File: src/rtl/mux_rr_nto1.sv
// Registered N-to-1 channel multiplexer with per-channel valid/ready.
// Channel selection is either an explicit index (i_mode=0) or round-robin
// over requesting channels (i_mode=1). The output is a single registered
// stage. It reloads whenever it is empty or being drained in the same cycle,
// so back-to-back transfers run without bubbles.
module mux_rr_nto1 #(
  parameter int N    = 4,
  parameter int W    = 4,
  parameter int SELW = 2
) (
  input  logic            i_clk,
  input  logic            i_rst,
  input  logic            i_mode,
  input  logic [SELW-1:0] i_select,
  input  logic [N*W-1:0]  i_in_data,
  input  logic [N-1:0]    i_in_valid,
  output logic [N-1:0]    o_in_ready,
  output logic [W-1:0]    o_out_data,
  output logic [SELW-1:0] o_out_chan,
  output logic            o_out_valid,
  input  logic            i_out_ready
);

  logic [W-1:0]    r_out_data;
  logic [SELW-1:0] r_out_chan;
  logic            r_out_valid;
  logic [SELW-1:0] r_last_grant;

  logic            w_load;
  logic            w_sel_hit;
  logic            w_rr_valid;
  logic [SELW-1:0] w_rr_chan;
  logic [SELW:0]   w_rr_sum;
  logic            w_grant_valid;
  logic [SELW-1:0] w_grant_chan;
  logic [W-1:0]    w_grant_data;
  logic            w_xfer;

  // The output stage can take new data when empty or drained this cycle.
  assign w_load = ~r_out_valid | i_out_ready;

  // Explicit select: only an in-range index that matches a real channel can
  // hit. An out-of-range select matches no loop index, so it never grants.
  always_comb begin
    w_sel_hit = 1'b0;
    for (int i = 0; i < N; i++) begin
      if (i_select == SELW'(i)) begin
        w_sel_hit = i_in_valid[i];
      end
    end
  end

  // Round-robin search: try last_grant+1, +2, ... modulo N.
  // The first requesting channel found wins.
  always_comb begin
    w_rr_valid = 1'b0;
    w_rr_chan  = '0;
    w_rr_sum   = '0;
    for (int k = 1; k <= N; k++) begin
      w_rr_sum = {1'b0, r_last_grant} + (SELW+1)'(k);
      if (w_rr_sum >= (SELW+1)'(N)) begin
        w_rr_sum = w_rr_sum - (SELW+1)'(N);
      end
      for (int i = 0; i < N; i++) begin
        if (!w_rr_valid && (w_rr_sum[SELW-1:0] == SELW'(i)) && i_in_valid[i]) begin
          w_rr_valid = 1'b1;
          w_rr_chan  = SELW'(i);
        end
      end
    end
  end

  // Pick the grant source for the current mode.
  always_comb begin
    if (i_mode) begin
      w_grant_valid = w_rr_valid;
      w_grant_chan  = w_rr_chan;
    end else begin
      w_grant_valid = w_sel_hit;
      w_grant_chan  = i_select;
    end
  end

  // Data mux for the granted channel. Indices past N-1 select nothing.
  always_comb begin
    w_grant_data = '0;
    for (int i = 0; i < N; i++) begin
      if (w_grant_chan == SELW'(i)) begin
        w_grant_data = i_in_data[i*W +: W];
      end
    end
  end

  // One-hot accept back to the producers. Accept is forced low during reset
  // so no handshake completes in a reset cycle.
  always_comb begin
    o_in_ready = '0;
    for (int i = 0; i < N; i++) begin
      if (w_grant_chan == SELW'(i)) begin
        o_in_ready[i] = ~i_rst & w_load & w_grant_valid;
      end
    end
  end

  assign w_xfer = ~i_rst & w_load & w_grant_valid;

  // Output register and round-robin pointer. Reset leaves last_grant at N-1,
  // so the first round-robin search starts at channel 0.
  always_ff @(posedge i_clk) begin
    if (i_rst) begin
      r_out_valid  <= 1'b0;
      r_out_data   <= '0;
      r_out_chan   <= '0;
      r_last_grant <= SELW'(N-1);
    end else if (w_xfer) begin
      r_out_valid  <= 1'b1;
      r_out_data   <= w_grant_data;
      r_out_chan   <= w_grant_chan;
      r_last_grant <= w_grant_chan;
    end else if (i_out_ready) begin
      r_out_valid  <= 1'b0;
    end
  end

  assign o_out_data  = r_out_data;
  assign o_out_chan  = r_out_chan;
  assign o_out_valid = r_out_valid;

endmodule

File: config.mk
export PLATFORM = sky130hd
export DESIGN_NAME = mux_rr_nto1
export DESIGN_NICKNAME = d
export VERILOG_FILES = /design/src/rtl/mux_rr_nto1.sv
export SDC_FILE = /design/constraint.sdc
export NUM_CORES = 1
export LEC_CHECK = 0
export ABC_AREA = 1
export CAP_MARGIN = 15
export CORE_MARGIN = 5
export CORE_UTILIZATION = 43
export DETAILED_ROUTE_END_ITERATION = 8
export PLACE_DENSITY = 0.87
export SETUP_SLACK_MARGIN = 0.02
export SLEW_MARGIN = 5
export SYNTH_ARGS = -nofsm -noshare
export SYNTH_HDL_FRONTEND = slang
export SYNTH_SLANG_ARGS = --single-unit
File: constraint.sdc
create_clock -name i_clk -period 2.8 [get_ports i_clk]
set_clock_uncertainty 0.05 [all_clocks]
set_input_delay 0.42 -clock i_clk [delete_from_list [all_inputs] [get_ports i_clk]]
set_output_delay 0.42 -clock i_clk [all_outputs]
set_load 0.01 [all_outputs]
## Word-level counts from Yosys, hierarchy flattened

Cells that the tools add are included.

| word-level totals | value |
|---|---|
| register bits after elaboration | 9 |
| input port bits | 26 |
| output and inout bits | 11 |
| word-level logic and storage cells | 143 |

| cells by class | value |
|---|---|
| $add $sub $neg | 8 |
| magnitude comparators | 4 |
| equality and inequality tests | 18 |
| muxes and demuxes | 51 |
| bitwise logic cells | 5 |
| reduce and logical (&&, ||, !) cells | 53 |

Operators with widths:

| cell | count |
|---|---|
| 2-to-1 mux 2 bit | 19 |
| logical AND 1 bit | 31 |
| 2-to-1 mux 1 bit | 28 |
| == test 2 bit (second input constant) | 12 |
| 2-to-1 mux 4 bit | 4 |
| logical NOT 1 bit | 15 |
| == test 2 x 1 -> 1 bit (second input constant) | 6 |
| >= comparator 3 bit (second input constant) | 4 |
| logical NOT 2 bit | 6 |
| subtractor 2 x 1 -> 2 bit (second input constant) | 4 |
| adder 2 x 2 -> 3 bit (second input constant) | 2 |
| adder 2 x 1 -> 3 bit (second input constant) | 1 |
| adder 2 x 3 -> 3 bit (second input constant) | 1 |
| AND 1 bit | 2 |
| NOT 1 bit | 2 |
| nonzero test 2 bit | 1 |
| bitwise OR 1 bit | 1 |

## Depth between registers and ports, before layout

Gate-level depths: netlist of run 1.

| depth | value |
|---|---|
| depth after elaboration | 72 |
| mapped depth | 18 |
| mapped depth without buffers | 17 |

## Worst setup path before layout of run 1

Ideal clock, no wire load.

| timing | value |
|---|---|
| path kind | register -> output |
| from | register r_last_grant[0] |
| to | output port o_in_ready[2] |
| arrival | 1.908 ns |
| data required time | 2.330 ns |
| slack | 0.422 ns |
| cell stages (with the launch flop) | 16 |
| path buffers | 1 |
| path through | dfxtp_1 > inv_1 > nand3_1 > nand3_2 > nor2_4 > nand4_4 > nor2_4 > nand4_2 > nor2_2 > nand3_2 > clkinv_1 > nor2_1 > nor2_2 > buf_4 > nand2_1 > nor2_1 |

| on the way | value |
|---|---|
| cells in the longest elaborated chain, start to end | 69 |
| elaborated cells between the ends (all ways) | 114 |
| those cells by class | 8 x add/sub; 4 x order compare; 13 x eq/ne; 38 x mux; 1 x bitwise; 50 x reduce/logical |

Ends and longest elaborated chain:

| element | RTL line | source |
|---|---|---|
| start, declared | 27 | `logic [SELW-1:0] r_last_grant;` |
| start signal, assigned | 114 | `r_last_grant <= SELW'(N-1);` |
| start signal, assigned | 119 | `r_last_grant <= w_grant_chan;` |
| adder 2 x 1 -> 3 bit | 60 | `w_rr_sum = {1'b0, r_last_grant} + (SELW+1)'(k);` |
| >= comparator 3 bit or subtractor 2 x 1 -> 2 bit (tied branches) | 61, 62 |  |
| 2-to-1 mux 2 bit | 61 | `if (w_rr_sum >= (SELW+1)'(N)) begin` |
| logical NOT 2 bit | 65 | `if (!w_rr_valid && (w_rr_sum[SELW-1:0] == SELW'(i)) && i_in_valid[i]) begin` |
| logical AND 1 bit | 65 |  |
| 2-to-1 mux 1 bit | 65 |  |
| logical NOT 1 bit | 65 |  |
| logical AND 1 bit (2 in a row) | 65 |  |
| [... 50 more ...] | n/a |  |
| logical AND 1 bit (2 in a row) | 65 |  |
| 2-to-1 mux 1 bit | 65 |  |
| logical NOT 1 bit | 65 |  |
| logical AND 1 bit (2 in a row) | 65 |  |
| 2-to-1 mux 2 bit or 2-to-1 mux 1 bit (tied branches) | 65 |  |
| 2-to-1 mux 2 bit or 2-to-1 mux 1 bit (tied branches) | 75 | `if (i_mode) begin` |
| == test 2 bit or AND 1 bit (tied branches) | 99, 100 |  |
| 2-to-1 mux 1 bit * | 99 | `if (w_grant_chan == SELW'(i)) begin` |
| end, declared | 17 | `output logic [N-1:0] o_in_ready,` |

Every way passes the cells marked *; elsewhere a longest branch is shown, timed or not.

## Worst setup path in the final report of run 1

| timing | value |
|---|---|
| from | register r_last_grant[1] |
| to | output port o_in_ready[3] |

The elaborated chain is that of the path after synthesis.

==> out/results.ini, run 1 <==
[critical_path]
critPathLaunchType=flip-flop
critical_path_buf_inv_count=3
worst_r2r_startpoint=r_last_grant[1]
timing_worst_setup_path_type=flip-flop to primary output
worstPathCellList=buf_6 > nand3_4 > nand3_4 > nor2_4 > nand4_4 > nor2_4 > nand4_4 > nor2_4 > nand3_4 > nand2_1 > nand2_2 > nor2_2 > inv_2 > nor2_1 > buf_2
path_delay_family=simple AND/OR/NAND/NOR gates
crit-reg2reg-capture=o_out_data[1]
worst-endpoint-required_ps=2330
worstSetupPathDepth=15
rrSetupSlack_ps=140
worstRegToRegCells=16
timing.critical_path.slowest_stage_cell=dfxtp_4
worst-path-max-fanout=5
cp-end-kind=primary output
timing.critical_path.arrival_ps=2420
cp_slowest_stage_delay_ps=370

[placed_design]
post-place-cells=246
finalWeightedCongestion=0.867
place.detailed.hpwl_um=2720
placed_cell_area_um2=1520
port_buffers=36

[cts]
cts_tree=yes
cts.sinks=9
number_of_buffers_created_by_cts=3
insertion_delay_ps=270
maximum_count_of_clock_buffers_along_a_single_path=2
cts_root_buf=clkbuf_4
clkTransAtPathRegs_ps=50
cts_htree_levels=1

[finish]
area_growth_syn_to_layout_pct=92.3
final.fill_count=92
final_non_filler_cell_total=263
finish.net_count=263
antennaDiodeCount=0
seq_area_um2=188
multi_input_comb_area_um2=733
finish.instance_area_um2=1770
post-route-util_pct=88.6
post_route_cells_drive_above_1_share_pct=39.4

[pwr]
total_power_mw=0.732
p_clk_share_pct=15.2
power_report.internal_total_mw=0.419
share_seq_of_total_power_pct=22.3
power_switching_share_pct=42.8
powerDensity_nw_per_um2=413
power.ir.vdd_worst_uv=372
p_comb_share_pct=62.5
power.switching_mw=0.313
static-leakage-power_nw=0.842

[floorplanning]
fp.dieW_um=56.3
die_area_um2=3170
top_level_ports=37
core-area_um2=2000
floorplan.rows=16
die_h_um=56.3
initial_core_util_pct=46.1

[logic_synthesis]
synth_top_flop_cell=dfxtp_1
synthesis.instances=157
synth_area_um2=922
synth_largest_area_cell=dfxtp_1
synthesis.yosys.warnings=0
post-synth-top-area-fraction_pct=19.5
post_synthesis_area_per_instance_um2=5.87
synth-seq-cells=9
postSynthNetCount=183
number_of_synthesized_flops_with_an_enable_pin=0
yosysSeqAreaShare_pct=19.5
async_reset_ff_share_pct=0
synth_area_leaders=dfxtp_1 (20%), nand3_1 (14%), nand2_1 (13%), inv_1 (11%), nor2_1 (7.7%)
synth.distinct_cells=25

[grt]
grt_pass1_vias=1399
grt_first_pass_wirelength_um=5910
globalRouteMet2Util_pct=42.2
grtUsageMet3_pct=5.28
globalRoute.busiestLayer=met2
maximum_number_of_pins_on_one_net_before_global_route_repair=10
grt.overflow.total=0
grt_use_met1_pct=22.3
antenna_found_initial=0
grtUsageTotal_pct=23.4

[route]
route.final.wire_length_um=4560
initialDrtViolationCount=71
via_count=1434
drt-pass1-iter-count=5
route.antenna.remaining_nets=0
remaining_drc_errors=0
via_per_inst=5.45
wl_per_cell_um=17.3

[hold_path]
worst_hold_path_type=flip-flop to flip-flop
hold_path_startpoint=o_out_chan[0]
whs_endpoint=o_out_chan[0]
min_delay_path_depth=2

[sta]
worst_pin_slew_ps=288
fmaxAchievable_ghz=0.346
rsz0062_at_grt=yes
hold_viol=0
final_period_minus_worst_setup_slack_ps=2890
setup_viol=4
post-route-worst-setup-slack_ps=-90.5
post-route-period-util_pct=103
timing.final.max_slew_violations=0
slew-limit-headroom_pct=80.7

[status]
violations=negative setup slack
status=finished, violations left

[flow_run]
cap_violations=0

==> state kept, by name, indices dropped and copies added (netlist names) <==
name and count:
r_last_grant 2, o_out_valid 1, o_out_chan 2, o_out_data 4
==> layer usage <==
layer / up-vias / wire [µm]
met5: - / 0
met4: 0 / 212
met3: 25 / 433
met2: 111 / 2310
met1: 638 / 1600
li1: 660 / -
==> synth_stat cells (all sizes together), types with 2 or more instances <==
cell,number
buf,2
dfxtp,9
nand2,34
o211ai,2
nand4,4
inv,29
nand3,28
clkbuf,2
nor3,3
a21oi,8
nor2,25
o21ai,8
==> how the worst max path moves through the flow <==
stage,slack (ps),to,startpoint
detailed placement,-570,o_in_ready[2],i_in_valid[1]
finish,-90,o_in_ready[3],r_last_grant[1]
global route,-170,o_in_ready[3],r_last_grant[0]
floorplan,420,o_in_ready[2],r_last_grant[0]
global placement,-420,o_in_ready[1],i_in_valid[1]
CTS,-9,o_in_ready[2],r_last_grant[1]
==> worst reg2reg max path: cells and delay by family, from the launching register on <==
family | cells | cell delay (ps)
AO/OA/AOI/OAI | 2 | 430
flip-flops | 1 | 370
buffers and inverters | 3 | 510
AND/OR/NAND/NOR | 11 | 1260
==> layout by cell type, fill, tap and decap left out, types with 2 or more instances in the layout <==
| cell type | instances |
|---|---|
| buf_2 | 3 |
| buf_6 | 4 |
| nand2_1 | 28 |
| nand2_2 | 6 |
| nor2_4 | 7 |
| nand4_1 | 2 |
| dfxtp_1 | 7 |
| buf_4 | 40 |
| dfxtp_4 | 2 |
| nand3_4 | 3 |
| o21ai_0 | 7 |
| dlygate4sd2_1 | 3 |
| inv_2 | 5 |
| clkbuf_4 | 3 |
| a21oi_2 | 4 |
| o211ai_1 | 2 |
| nand3_1 | 22 |
| clkdlybuf4s50_1 | 28 |
| nand4_4 | 2 |
| inv_1 | 24 |
| nor2_1 | 12 |
| a21oi_1 | 3 |
| nor2_2 | 6 |
| nand3_2 | 3 |
==> cell type report <==
cell class              count  area share, %
multi-input cells         114           41.4
repair buffers             79           38.2
flip-flops and latches      9           10.6
inverters                  30           6.49
well taps                  27           1.91
clock buffers               4           1.48
==> power by group through the flow <==
stage	clock, mW	sequential, mW	combinational (mW)
4_1_cts	0.104	0.162	0.369
3_5_place_dp	0	0.159	0.348
5_1_grt	0.114	0.165	0.487
6_report	0.111	0.163	0.458
2_1_floorplan	0	0.161	0.178
3_3_place_gp	0	0.158	0.334
==> cells by family (layout without fill, tap and decap cells) <==
family,after synthesis,in the layout,synth area share (%)
flops,9,9,19.5
simple gates,94,94,49.9
compound gates,20,20,15.5
buf+inv,34,113,15.1
==> repair_timing <==
item,CTS,global route
buffers inserted,6,7
pin swaps,13,11
setup endpoints to repair,4,4
gates resized for setup,37,28
hold buffers,0,0
==> metrics by stage <==
stage          hold slack [ps]  TNS, ps  setup slack (ps)
2_1_floorplan              440        0               422
3_3_place_gp               402    -1610              -421
3_5_place_dp               411    -2580              -565
4_1_cts                    427    -9.34             -9.34
5_1_grt                    461     -564              -170
6_report                   427     -143             -90.5
(Power assumes the default switching activity.)
==> run 2, diff against run 1 <==
CAP_MARGIN = 40   (was 15)
PLACE_DENSITY = 0.8   (was 0.87)
==> run 2 against run 1 <==
The flow now finishes without violations. First-iteration DRC count grew 23%. Global-route usage decreased by 1.1 points. Power shrank 8.8%. Core utilization decreased by 2.6 points. Cell count decreased by 0.38%. Non-clock buffer count shrank 1. Die area is the same. Sequential share of layout area grew 0.32 points. Worst hold slack lost 1.8 ps. Worst setup slack better by 150 ps. Register-to-register slack better by 80 ps. Flip-flop and latch count did not move. Critical path type unchanged. Critical endpoint is now o_in_ready[2]. Largest cell class unchanged. Highest routed layer unchanged.
==> out/results.ini, run 2 (same netlist as run 1, synthesis figures left out) <==
[status]
status=complete, no violations

[grt]
grt_pass1_vias=1332
grt.overflow.total=0
grtUsageTotal_pct=22.3
maximum_number_of_pins_on_one_net_before_global_route_repair=13
antenna_found_initial=0
grt_first_pass_wirelength_um=5760

[critical_path]
worst-endpoint-required_ps=2330
worst-path-max-fanout=6
cp-end-kind=primary output
timing_worst_setup_path_type=flip-flop to primary output
worst_r2r_startpoint=r_last_grant[0]
critPathLaunchType=flip-flop
timing.critical_path.from=r_last_grant[0]
timing.critical_path.arrival_ps=2280

[finish]
largest_reg_flops=4
post-route-util_pct=85.9
final_common_cell=buf_4
final_non_filler_cell_total=262
antennaDiodeCount=0
post_route_cells_drive_above_1_share_pct=39.1
area_growth_syn_to_layout_pct=86.6
final.fill_count=112
finish.net_count=262
final_cell_mix=buf_4 (38), nand2_1 (28), clkdlybuf4s50_1 (28), nand3_1 (23), inv_1 (22)

[cts]
cts.sinks=9
maximum_count_of_clock_buffers_along_a_single_path=2
clkTransAtPathRegs_ps=60
number_of_buffers_created_by_cts=3
cts_htree_levels=1
insertion_delay_ps=250
cts_root_buf=clkbuf_4
cts_tree=yes

[sta]
hold_viol=0
setup_tns_ps=0
post-route-period-util_pct=98.0
fmaxAchievable_ghz=0.364
worst_pin_slew_ps=285
setup_viol=0
final_period_minus_worst_setup_slack_ps=2750
timing.final.max_slew_violations=0
rsz0062_at_grt=yes
slew-limit-headroom_pct=80.9
finalHoldWorstSlack_ps=425

[route]
via_per_inst=5.26
drt-pass1-iter-count=4
initialDrtViolationCount=87
wl_per_cell_um=13.8
route.antenna.remaining_nets=0
via_count=1379
route.final.wire_length_um=3630
remaining_drc_errors=0

[placed_design]
place.detailed.hpwl_um=2580
port_buffers=36
finalWeightedCongestion=0.895
post-place-cells=246

[flow_run]
cap_violations=0

[pwr]
power_switching_share_pct=39.8
static-leakage-power_nw=0.826
p_clk_share_pct=14.5
power_report.internal_total_mw=0.402
p_comb_share_pct=61.4
share_seq_of_total_power_pct=24.1
power.ir.vdd_worst_uv=337
power.switching_mw=0.265
total_power_mw=0.667
powerDensity_nw_per_um2=388

[hold_path]
hold_path_startpoint=o_out_chan[0]
worst_hold_path_type=flip-flop to flip-flop

[floorplanning]
top_level_ports=37
die_h_um=56.3
die_area_um2=3170
floorplan.rows=16
core-area_um2=2000
initial_core_util_pct=46.1
fp.dieW_um=56.3

run 2: path summary, 6_finish.rpt:
kind | depth (start not counted) | slack [ps] | end
worst min register to register | 2 | 420 | o_out_chan[0]
worst min-delay path | 2 | 420 | o_out_chan[0]
worst max-delay path | 15 | 50 | o_in_ready[2]
worst max register to register | 19 | 220 | o_out_chan[1]
run 2: final cells by class:
class | instances | area, µm² | share of cell area (%)
multi-input cells | 114 | 691 | 40.1
repair buffers | 78 | 667 | 38.8
flip-flops and latches | 9 | 188 | 10.9
inverters | 30 | 115 | 6.69
well taps | 27 | 33.8 | 1.96
clock buffers | 4 | 26.3 | 1.53
run 2: power groups by stage:
| stage | Sequential [mW] | Combinational [mW] | Clock, mW |
|---|---|---|---|
| 2_1_floorplan | 0.161 | 0.178 | 0 |
| 3_3_place_gp | 0.158 | 0.331 | 0 |
| 3_5_place_dp | 0.158 | 0.341 | 0 |
| 4_1_cts | 0.159 | 0.366 | 0.0993 |
| 5_1_grt | 0.163 | 0.444 | 0.109 |
| 6_report | 0.161 | 0.410 | 0.0965 |
run 2: stage by stage:
stage | worst slack, ps | instance area, µm²
3_3_place_gp | -457 | 1520
2_1_floorplan | 422 | 922
4_1_cts | 24.2 | 1630
5_1_grt | -92.5 | 1720
6_report | 54.9 | 1720
3_5_place_dp | -523 | 1520
run 2: worst max-delay path, stage by stage, from the launching register on:
cell and delay [ps]:
dfxtp_4 400, nor2_2 70, nand2_2 80, nand3_2 100, nor2_4 140, nand4_4 130
nor2_4 160, nand4_4 100, nor2_4 150, buf_6 110, nand4_1 100, nand2_2 150
inv_2 50, nand2_2 80, nor2_2 40, buf_2 140
run 2: metal layers:
metal	GRT usage, %	vias to the layer above	routed length [µm]
met5	0	-	0
met4	7.12	0	120
met3	3.21	23	182
met2	43.4	71	1880
met1	24.1	623	1450
li1	-	662	-
run 2: what timing repair did:
action                     4_1_cts  5_1_grt
setup buffers                   10        3
hold buffers                     0        0
setup endpoints to repair        4       10
pin swaps                       12       14
gates resized for setup         34       26
